$ cat src/rtl/ccff_chain_loader_pkg.sv
// Shared types and CRC helper for the configuration-chain loader.
// The CRC pieces are used only when CCFF_READBACK_CHECK_EN is defined.
package ccff_loader_pkg;

  typedef enum logic [2:0] {
    IDLE   = 3'd0,
    LOAD   = 3'd1,
    SHIFT  = 3'd2,
    VERIFY = 3'd3,
    DONE   = 3'd4
  } ccff_state_e;

  localparam logic [7:0] CCFF_CRC_POLY = 8'h07;
  localparam logic [7:0] CCFF_CRC_INIT = 8'h00;

  // MSB-first serial CRC-8: the incoming bit is folded in against the top bit.
  function automatic logic [7:0] crc8_step(input logic [7:0] crc, input logic din);
    logic fb;
    fb = crc[7] ^ din;
    return {crc[6:0], 1'b0} ^ (fb ? CCFF_CRC_POLY : 8'h00);
  endfunction

endpackage

$ cat src/rtl/ccff_chain_loader_if.sv
// Byte-stream valid/ready channel that feeds the bitstream image into the loader.
interface ccff_chain_loader_if;

  logic [7:0] cfg_data;
  logic       cfg_valid;
  logic       cfg_ready;

  modport master (
    output cfg_data,
    output cfg_valid,
    input  cfg_ready
  );

  modport slave (
    input  cfg_data,
    input  cfg_valid,
    output cfg_ready
  );

endinterface

$ cat src/rtl/ccff_chain_loader_crc8.sv
// Serial CRC-8 accumulator, one bit per enabled cycle.
// Instantiated by the loader only when CCFF_READBACK_CHECK_EN is defined.
module ccff_crc8_serial
  import ccff_loader_pkg::*;
(
  input  logic       clock,
  input  logic       reset,
  input  logic       clr,
  input  logic       en,
  input  logic       din,
  output logic [7:0] crc
);

  always_ff @(posedge clock or posedge reset) begin
    if (reset) begin
      crc <= CCFF_CRC_INIT;
    end else if (clr) begin
      crc <= CCFF_CRC_INIT;
    end else if (en) begin
      crc <= crc8_step(crc, din);
    end
  end

endmodule

$ cat src/rtl/ccff_chain_loader.sv
// Configuration-chain loader: serialises a byte-stream image onto ccff_head, LSB first.
// Define CCFF_READBACK_CHECK_EN to add a CRC-8 readback pass that rotates the chain via ccff_tail.
module ccff_chain_loader
  import ccff_loader_pkg::*;
#(
  parameter int CHAIN_LEN = 64,
  parameter int LEN_W     = $clog2(CHAIN_LEN + 1)
) (
  input  logic               prog_clock,
  input  logic               prog_reset_n,
  input  logic               start,
  ccff_chain_loader_if.slave cfg,
  output logic               ccff_head,
  output logic               config_enable,
  input  logic               ccff_tail,
  output logic               busy,
  output logic               done,
  output logic               error
);

  localparam logic [LEN_W-1:0] LEN_INIT = LEN_W'(CHAIN_LEN);
  localparam logic [LEN_W-1:0] LEN_ONE  = LEN_W'(1);

  ccff_state_e      state;
  ccff_state_e      state_next;
  logic [7:0]       shift_buf;
  logic [LEN_W-1:0] bits_left;
  logic [2:0]       bit_idx;
  logic             last_bit;
  logic             take_byte;
  logic             cfg_ready;
`ifdef CCFF_READBACK_CHECK_EN
  logic             last_rot;
  logic [LEN_W-1:0] rot_cnt;
  logic [7:0]       crc_wr;
  logic [7:0]       crc_rd;
  logic             crc_reset;
  logic             crc_clr;
  logic             crc_wr_en;
  logic             crc_rd_en;
`endif

  assign last_bit      = (state == SHIFT) && (bits_left == LEN_ONE);
  assign take_byte     = (state == LOAD) && cfg.cfg_valid;
  assign cfg.cfg_ready = cfg_ready;

  always_ff @(posedge prog_clock or negedge prog_reset_n) begin
    if (!prog_reset_n) begin
      state <= IDLE;
    end else begin
      state <= state_next;
    end
  end

  // Outputs depend only on registered state, except ccff_head mirroring ccff_tail in VERIFY.
  always_comb begin
    state_next    = state;
    cfg_ready     = 1'b0;
    config_enable = 1'b0;
    ccff_head     = 1'b0;
    done          = 1'b0;
    busy          = (state != IDLE);
    case (state)
      IDLE: begin
        if (start) begin
          state_next = LOAD;
        end
      end
      LOAD: begin
        cfg_ready = 1'b1;
        if (cfg.cfg_valid) begin
          state_next = SHIFT;
        end
      end
      SHIFT: begin
        config_enable = 1'b1;
        ccff_head     = shift_buf[0];
        if (last_bit) begin
`ifdef CCFF_READBACK_CHECK_EN
          state_next = VERIFY;
`else
          state_next = DONE;
`endif
        end else if (bit_idx == 3'd7) begin
          state_next = LOAD;
        end
      end
`ifdef CCFF_READBACK_CHECK_EN
      VERIFY: begin
        config_enable = 1'b1;
        ccff_head     = ccff_tail;
        if (last_rot) begin
          state_next = DONE;
        end
      end
`endif
      DONE: begin
        done       = 1'b1;
        state_next = IDLE;
      end
      default: begin
        state_next = IDLE;
      end
    endcase
  end

  // The final byte may be partial; bits_left ends the load before its upper bits are shifted.
  always_ff @(posedge prog_clock or negedge prog_reset_n) begin
    if (!prog_reset_n) begin
      shift_buf <= '0;
      bits_left <= LEN_INIT;
      bit_idx   <= '0;
    end else begin
      case (state)
        IDLE: begin
          bits_left <= LEN_INIT;
        end
        LOAD: begin
          if (take_byte) begin
            shift_buf <= cfg.cfg_data;
            bit_idx   <= 3'd0;
          end
        end
        SHIFT: begin
          shift_buf <= {1'b0, shift_buf[7:1]};
          bits_left <= bits_left - LEN_ONE;
          bit_idx   <= bit_idx + 3'd1;
        end
        default: begin
        end
      endcase
    end
  end

`ifdef CCFF_READBACK_CHECK_EN
  assign last_rot  = (state == VERIFY) && (rot_cnt == LEN_ONE);
  assign crc_reset = ~prog_reset_n;
  assign crc_clr   = (state == IDLE);
  assign crc_wr_en = (state == SHIFT);
  assign crc_rd_en = (state == VERIFY);

  ccff_crc8_serial u_crc_wr (
    .clock (prog_clock),
    .reset (crc_reset),
    .clr   (crc_clr),
    .en    (crc_wr_en),
    .din   (shift_buf[0]),
    .crc   (crc_wr)
  );

  ccff_crc8_serial u_crc_rd (
    .clock (prog_clock),
    .reset (crc_reset),
    .clr   (crc_clr),
    .en    (crc_rd_en),
    .din   (ccff_tail),
    .crc   (crc_rd)
  );

  // The last readback bit is folded in combinationally so the compare sees all CHAIN_LEN bits.
  always_ff @(posedge prog_clock or negedge prog_reset_n) begin
    if (!prog_reset_n) begin
      rot_cnt <= LEN_INIT;
      error   <= 1'b0;
    end else begin
      if (last_bit) begin
        rot_cnt <= LEN_INIT;
      end else if (state == VERIFY) begin
        rot_cnt <= rot_cnt - LEN_ONE;
      end
      if ((state == IDLE) && start) begin
        error <= 1'b0;
      end else if (last_rot) begin
        error <= (crc8_step(crc_rd, ccff_tail) != crc_wr);
      end
    end
  end
`else
  logic unused_tail;
  assign unused_tail = ccff_tail;
  assign error       = 1'b0;
`endif

endmodule

$ cat src/flat_wrapper.sv
// flat-port wrapper written by rule: the top's interface ports become plain ports
module ccff_chain_loader_flat import ccff_loader_pkg::*;
#(
  parameter int CHAIN_LEN = 64,
  parameter int LEN_W     = $clog2(CHAIN_LEN + 1)
)
  (prog_clock, prog_reset_n, start, ccff_head, config_enable, ccff_tail, busy, done, error, cfg_cfg_data, cfg_cfg_valid, cfg_cfg_ready);
  ccff_chain_loader_if cfg_i ();
  input  logic prog_clock;
  input  logic prog_reset_n;
  input  logic start;
  output logic ccff_head;
  output logic config_enable;
  input  logic ccff_tail;
  output logic busy;
  output logic done;
  output logic error;
  input wire logic [$bits(cfg_i.cfg_data)-1:0] cfg_cfg_data;
  input wire logic [$bits(cfg_i.cfg_valid)-1:0] cfg_cfg_valid;
  output wire logic [$bits(cfg_i.cfg_ready)-1:0] cfg_cfg_ready;
  assign cfg_i.cfg_data = cfg_cfg_data;
  assign cfg_i.cfg_valid = cfg_cfg_valid;
  assign cfg_cfg_ready = cfg_i.cfg_ready;
  ccff_chain_loader #(.CHAIN_LEN(CHAIN_LEN), .LEN_W(LEN_W)) u_core (.prog_clock(prog_clock), .prog_reset_n(prog_reset_n), .start(start), .cfg(cfg_i), .ccff_head(ccff_head), .config_enable(config_enable), .ccff_tail(ccff_tail), .busy(busy), .done(done), .error(error));
endmodule
$ cat config.mk
export PLATFORM = sky130hd
export DESIGN_NAME = ccff_chain_loader_flat
export DESIGN_NICKNAME = d
export VERILOG_FILES = /design/src/rtl/ccff_chain_loader_pkg.sv /design/src/rtl/ccff_chain_loader_if.sv /design/src/rtl/ccff_chain_loader_crc8.sv /design/src/rtl/ccff_chain_loader.sv /design/src/flat_wrapper.sv
export SDC_FILE = /design/constraint.sdc
export NUM_CORES = 1
export LEC_CHECK = 0
export CORE_MARGIN = 4
export CORE_UTILIZATION = 50
export CTS_CLUSTER_DIAMETER = 150
export DETAILED_ROUTE_END_ITERATION = 10
export PLACE_DENSITY = 0.76
export SLEW_MARGIN = 15
export SYNTH_ARGS = -nofsm -noshare
export SYNTH_HDL_FRONTEND = slang
export SYNTH_SLANG_ARGS = --single-unit
$ cat constraint.sdc
create_clock -name prog_clock -period 1.8 [get_ports prog_clock]
set_clock_uncertainty 0.05 [all_clocks]
set_input_delay 0.36 -clock prog_clock [delete_from_list [all_inputs] [get_ports prog_clock]]
set_output_delay 0.36 -clock prog_clock [all_outputs]
set_load 0.02 [all_outputs]
### After elaboration in Yosys (flattened, before gate mapping)

Index checks and enable logic that the tools add are counted.

* add/subtract/negate cells: 2
* equality and inequality tests: 9
* multiplexer cells: 14
* reduce and logical (&&, ||, !) cells: 8

Operator list (number)
* $pmux W8 S2: 1
* $mux W3: 5
* $pmux W7 S2: 1
* $pmux W3 S3: 1
* $mux W8: 1
* $eq A7 B1 Y1 const B: 1
* $sub A7 B1 Y7 const B: 1
* $eq A3 B3 Y1 const B: 2
* $pmux W3 S2: 1
* $mux W1: 4
* $ne A2 B2 Y1 const B: 2
* $reduce_bool A2 Y1: 2
* $add A3 B1 Y3 const B: 1
* $eq A3 B1 Y1 const B: 1
* $eq A3 B2 Y1 const B: 1
* $logic_not A3 Y1: 1
* $ne A3 B2 Y1 const B: 1
* $reduce_and A3 Y1: 1
* $reduce_bool A3 Y1: 1
* $logic_and A1 B1 Y1: 2
* $ne A2 B1 Y1 const B: 1
* $reduce_and A2 Y1: 1

* bits in registers: 21
* input port bits: 13
* output and inout port bits: 6
* logic and storage cells: 37

### Longest topological paths before layout

* depth after elaboration: 4
* mapped depth: 6
* gate-level depth less buffers: 5

### Worst setup path after synthesis

Ideal clock, no wire load.

* path type: reg-to-output
* start point: register u_core.state[0]
* end point: output port ccff_head
* data arrival time: 1.343 ns
* required time: 1.390 ns
* setup slack: 0.047 ns
* cell stages (with the launch flop): 6
* buffers on the path: 2
* cells stage by stage: dfrtp_1 -> or3b_1 -> buf_6 -> clkinv_4 -> buf_8 -> and2_1

* word-level cells in the longest chain between the ends: 2

Ends and longest elaborated chain
* from (decl): RTL line ccff_chain_loader.sv:24 `ccff_state_e state;`
* from (signal assigned): RTL line ccff_chain_loader.sv:51 `state <= state_next;`
* $eq A3 B2 Y1: RTL line ccff_chain_loader.sv:63 `case (state)`
* $mux W1: RTL line ccff_chain_loader.sv:63
* to (decl): RTL line flat_wrapper.sv:12 `output logic ccff_head;`

No other way between the ends.

### Worst setup path after layout

* start point: register u_core.state[2]
* end point: output port ccff_head

The elaborated chain is that of the path after synthesis.

==> results.json <==
{
  "num_rows": 16,
  "areaGrowthSynthToFinish_pct": 25.6,
  "numPortBuffers": 16,
  "setup.worst_path.class": "register to output pin",
  "endpoint_kind": "output pin",
  "hold_class": "primary input to async pin",
  "first_pass_iters": 4,
  "rrSetupSlack_ns": 0.11,
  "yosys-top-cells-count": "20 x dfrtp_1, 6 x nand2_1, 6 x nand2b_1, 6 x o221a_1",
  "critPathMaxFanout": 2,
  "p_leak_nw": 0.611,
  "grt_pass1_wl_mm": 3.39,
  "slowest_delay_ns": 0.42,
  "synthFlopType": "dfrtp_1",
  "ir_drop_v": 0.000987,
  "synth_edf_count": 0,
  "ys_seq_area_share_pct": 48.3,
  "cts.sinks": 21,
  "clockRootBuffer": "clkbuf_4",
  "drtIter0Drc": 8,
  "cts_made_buffers": 3,
  "start_util_pct": 54.0,
  "synth-seq-cells": 21,
  "fmax_mhz": 544,
  "cts_buffer_depth": 2,
  "finalWirelength_mm": 2.12,
  "fin_ws_ns": -0.0380,
  "yosysTopAreaCell": "dfrtp_1",
  "violations": "setup timing",
  "clkLatencyLatePin_ns": 0.31,
  "clkSlewWorstSetupHoldPaths_ns": 0.11,
  "ys_top_cells_by_area": "dfrtp_1 46%, o221a_1 6.2%, ha_1 4.6%",
  "cpMaxStageDelayCell": "or3b_4",
  "die_area_sq_mm": 0.00299,
  "instances_no_fill": 146,
  "hpwl_mm": 1.49,
  "wl_per_cell_um": 14.5,
  "gp_congestion": 0.772,
  "synth_top_area_share_pct": 45.9,
  "critical_path_required_ns": 1.39,
  "gr-usage-all-layers_pct": 16.7,
  "synth_area_per_cell_sq_um": 11.9,
  "start_kind": "register",
  "antenna_found_initial": 0,
  "rsz0062_at_grt": "yes",
  "drive_gt1_share_pct": 29.4,
  "synth_warnings": 0,
  "antenna_cells": 0,
  "synthesis.nets": 109,
  "postCtsHoldBufs": 0,
  "setup_viol": 2,
  "powerDensity_mw_per_mm2": 1610,
  "report.power.total_mw": 2.21,
  "die_w_um": 54.7,
  "dp_cells": 140,
  "drc": 0,
  "cp_cell_sequence": "or3b_4, clkinv_4, and2_4, buf_6",
  "synth_area_sq_mm": 0.00109,
  "max_cap_viol_count": 0,
  "hold_viol_final": 0,
  "via_count": 763,
  "gr-total-overflow": 0,
  "fp.dieH_um": 54.7,
  "synth_cell_types": 35,
  "nets": 137,
  "route.antenna.remaining_nets": 0,
  "grt_pass1_vias": 739,
  "coreArea_sq_mm": 0.00202,
  "worst_ep_arrival_time_ns": 1.43,
  "fin_crit_sh_pct": 102,
  "boundaryPins": 19,
  "yosysMostFrequentCell": "dfrtp_1",
  "async_flop_share_pct": 100,
  "finalMaxSlewViolations": 0,
  "post_dp_cell_area_sq_mm": 0.00131,
  "post-route-min-period_ns": 1.84,
  "cts_htree_levels": 1,
  "postLayoutCellArea_sq_mm": 0.00137,
  "final_util_pct": 67.8,
  "via_per_inst": 5.23,
  "cts_tree": "done",
  "status": "complete, but fails checks",
  "synth_cells": 92,
  "grt_max_degree": 22
}
final cells by class:
class | count | area, sq um
fillers | 157 | 652
flip-flops and latches | 21 | 527
multi-input cells | 59 | 489
repair buffers | 30 | 270
well taps | 27 | 33.8
clock buffers | 4 | 26.3
inverters | 5 | 23.8
metal layers:
metal | routed length, um | track usage (%)
met5 | 0 | 0
met4 | 17 | 7.47
met3 | 112 | 4.90
met2 | 947 | 23.4
met1 | 1050 | 23.4
logic make-up after synthesis:
kind of cell | synth area share (%)
adders and majority gates | 4.59
and+or+nand+nor | 17.2
DFF | 48.3
AOI/OAI and AO/OA | 15.8
muxes | 5.96
buffers and inverters | 7.80
other | 0.344
per-stage QoR:
stage | setup WS (ns) | hold WS [ns] | setup TNS (ns)
6_report | -0.0380 | 0.327 | -0.0418
5_1_grt | -0.0953 | 0.349 | -0.190
4_1_cts | -0.0319 | 0.330 | -0.0407
3_5_place_dp | -0.200 | 0.425 | -0.467
3_3_place_gp | -0.195 | 0.415 | -0.458
2_1_floorplan | 0.0470 | 0.0144 | 0
sequential cells by signal, summed over array words and instances (netlist names):
name / count
u_core.bits_left: 7
u_core.state: 3
u_core.bit_idx: 3
u_core.shift_buf: 8
cell usage in the layout (no fill, tap or decap), types with 3 or more instances in the layout:
| master | instances |
|---|---|
| nand2b_1 | 6 |
| buf_6 | 6 |
| nor2_1 | 3 |
| nand2_1 | 6 |
| a22o_1 | 3 |
| clkdlybuf4s50_1 | 11 |
| clkbuf_4 | 3 |
| o221a_1 | 6 |
| ha_1 | 4 |
| mux2i_1 | 5 |
| o21ai_0 | 5 |
| dfrtp_1 | 20 |
| buf_4 | 11 |
| inv_1 | 4 |
timing repair:
action | CTS | global route
setup endpoints to repair | 5 | 5
pin swaps | 3 | 0
resized for setup | 27 | 5
setup buffers | 2 | 2
power breakdown:
group | total, mW | switching [mW] | internal (mW)
registers | 0.834 | 0.155 | 0.679
logic | 1.14 | 0.524 | 0.619
clock network | 0.230 | 0.143 | 0.0867
total | 2.21 | 0.822 | 1.38
final timing paths:
check	cells past startpoint	start	endpoint
max in group asynchronous	2	prog_reset_n	u_core.bits_left[6]
worst min-delay path	2	prog_reset_n	u_core.bits_left[0]
worst max-delay path	4	u_core.state[2]	ccff_head
min in group prog_clock	1	u_core.bits_left[5]	u_core.bits_left[5]
worst max register to register	7	u_core.state[2]	u_core.bits_left[6]
worst min register to register	1	u_core.bits_left[5]	u_core.bits_left[5]
worst max-delay path: cells and delay by family, from the launching register on:
kind / cells / cell delay, ns
flip-flops: 1 / 0.41
AND/OR/NAND/NOR: 2 / 0.55
buffers and inverters: 2 / 0.17
(Power assumes the default switching activity.)
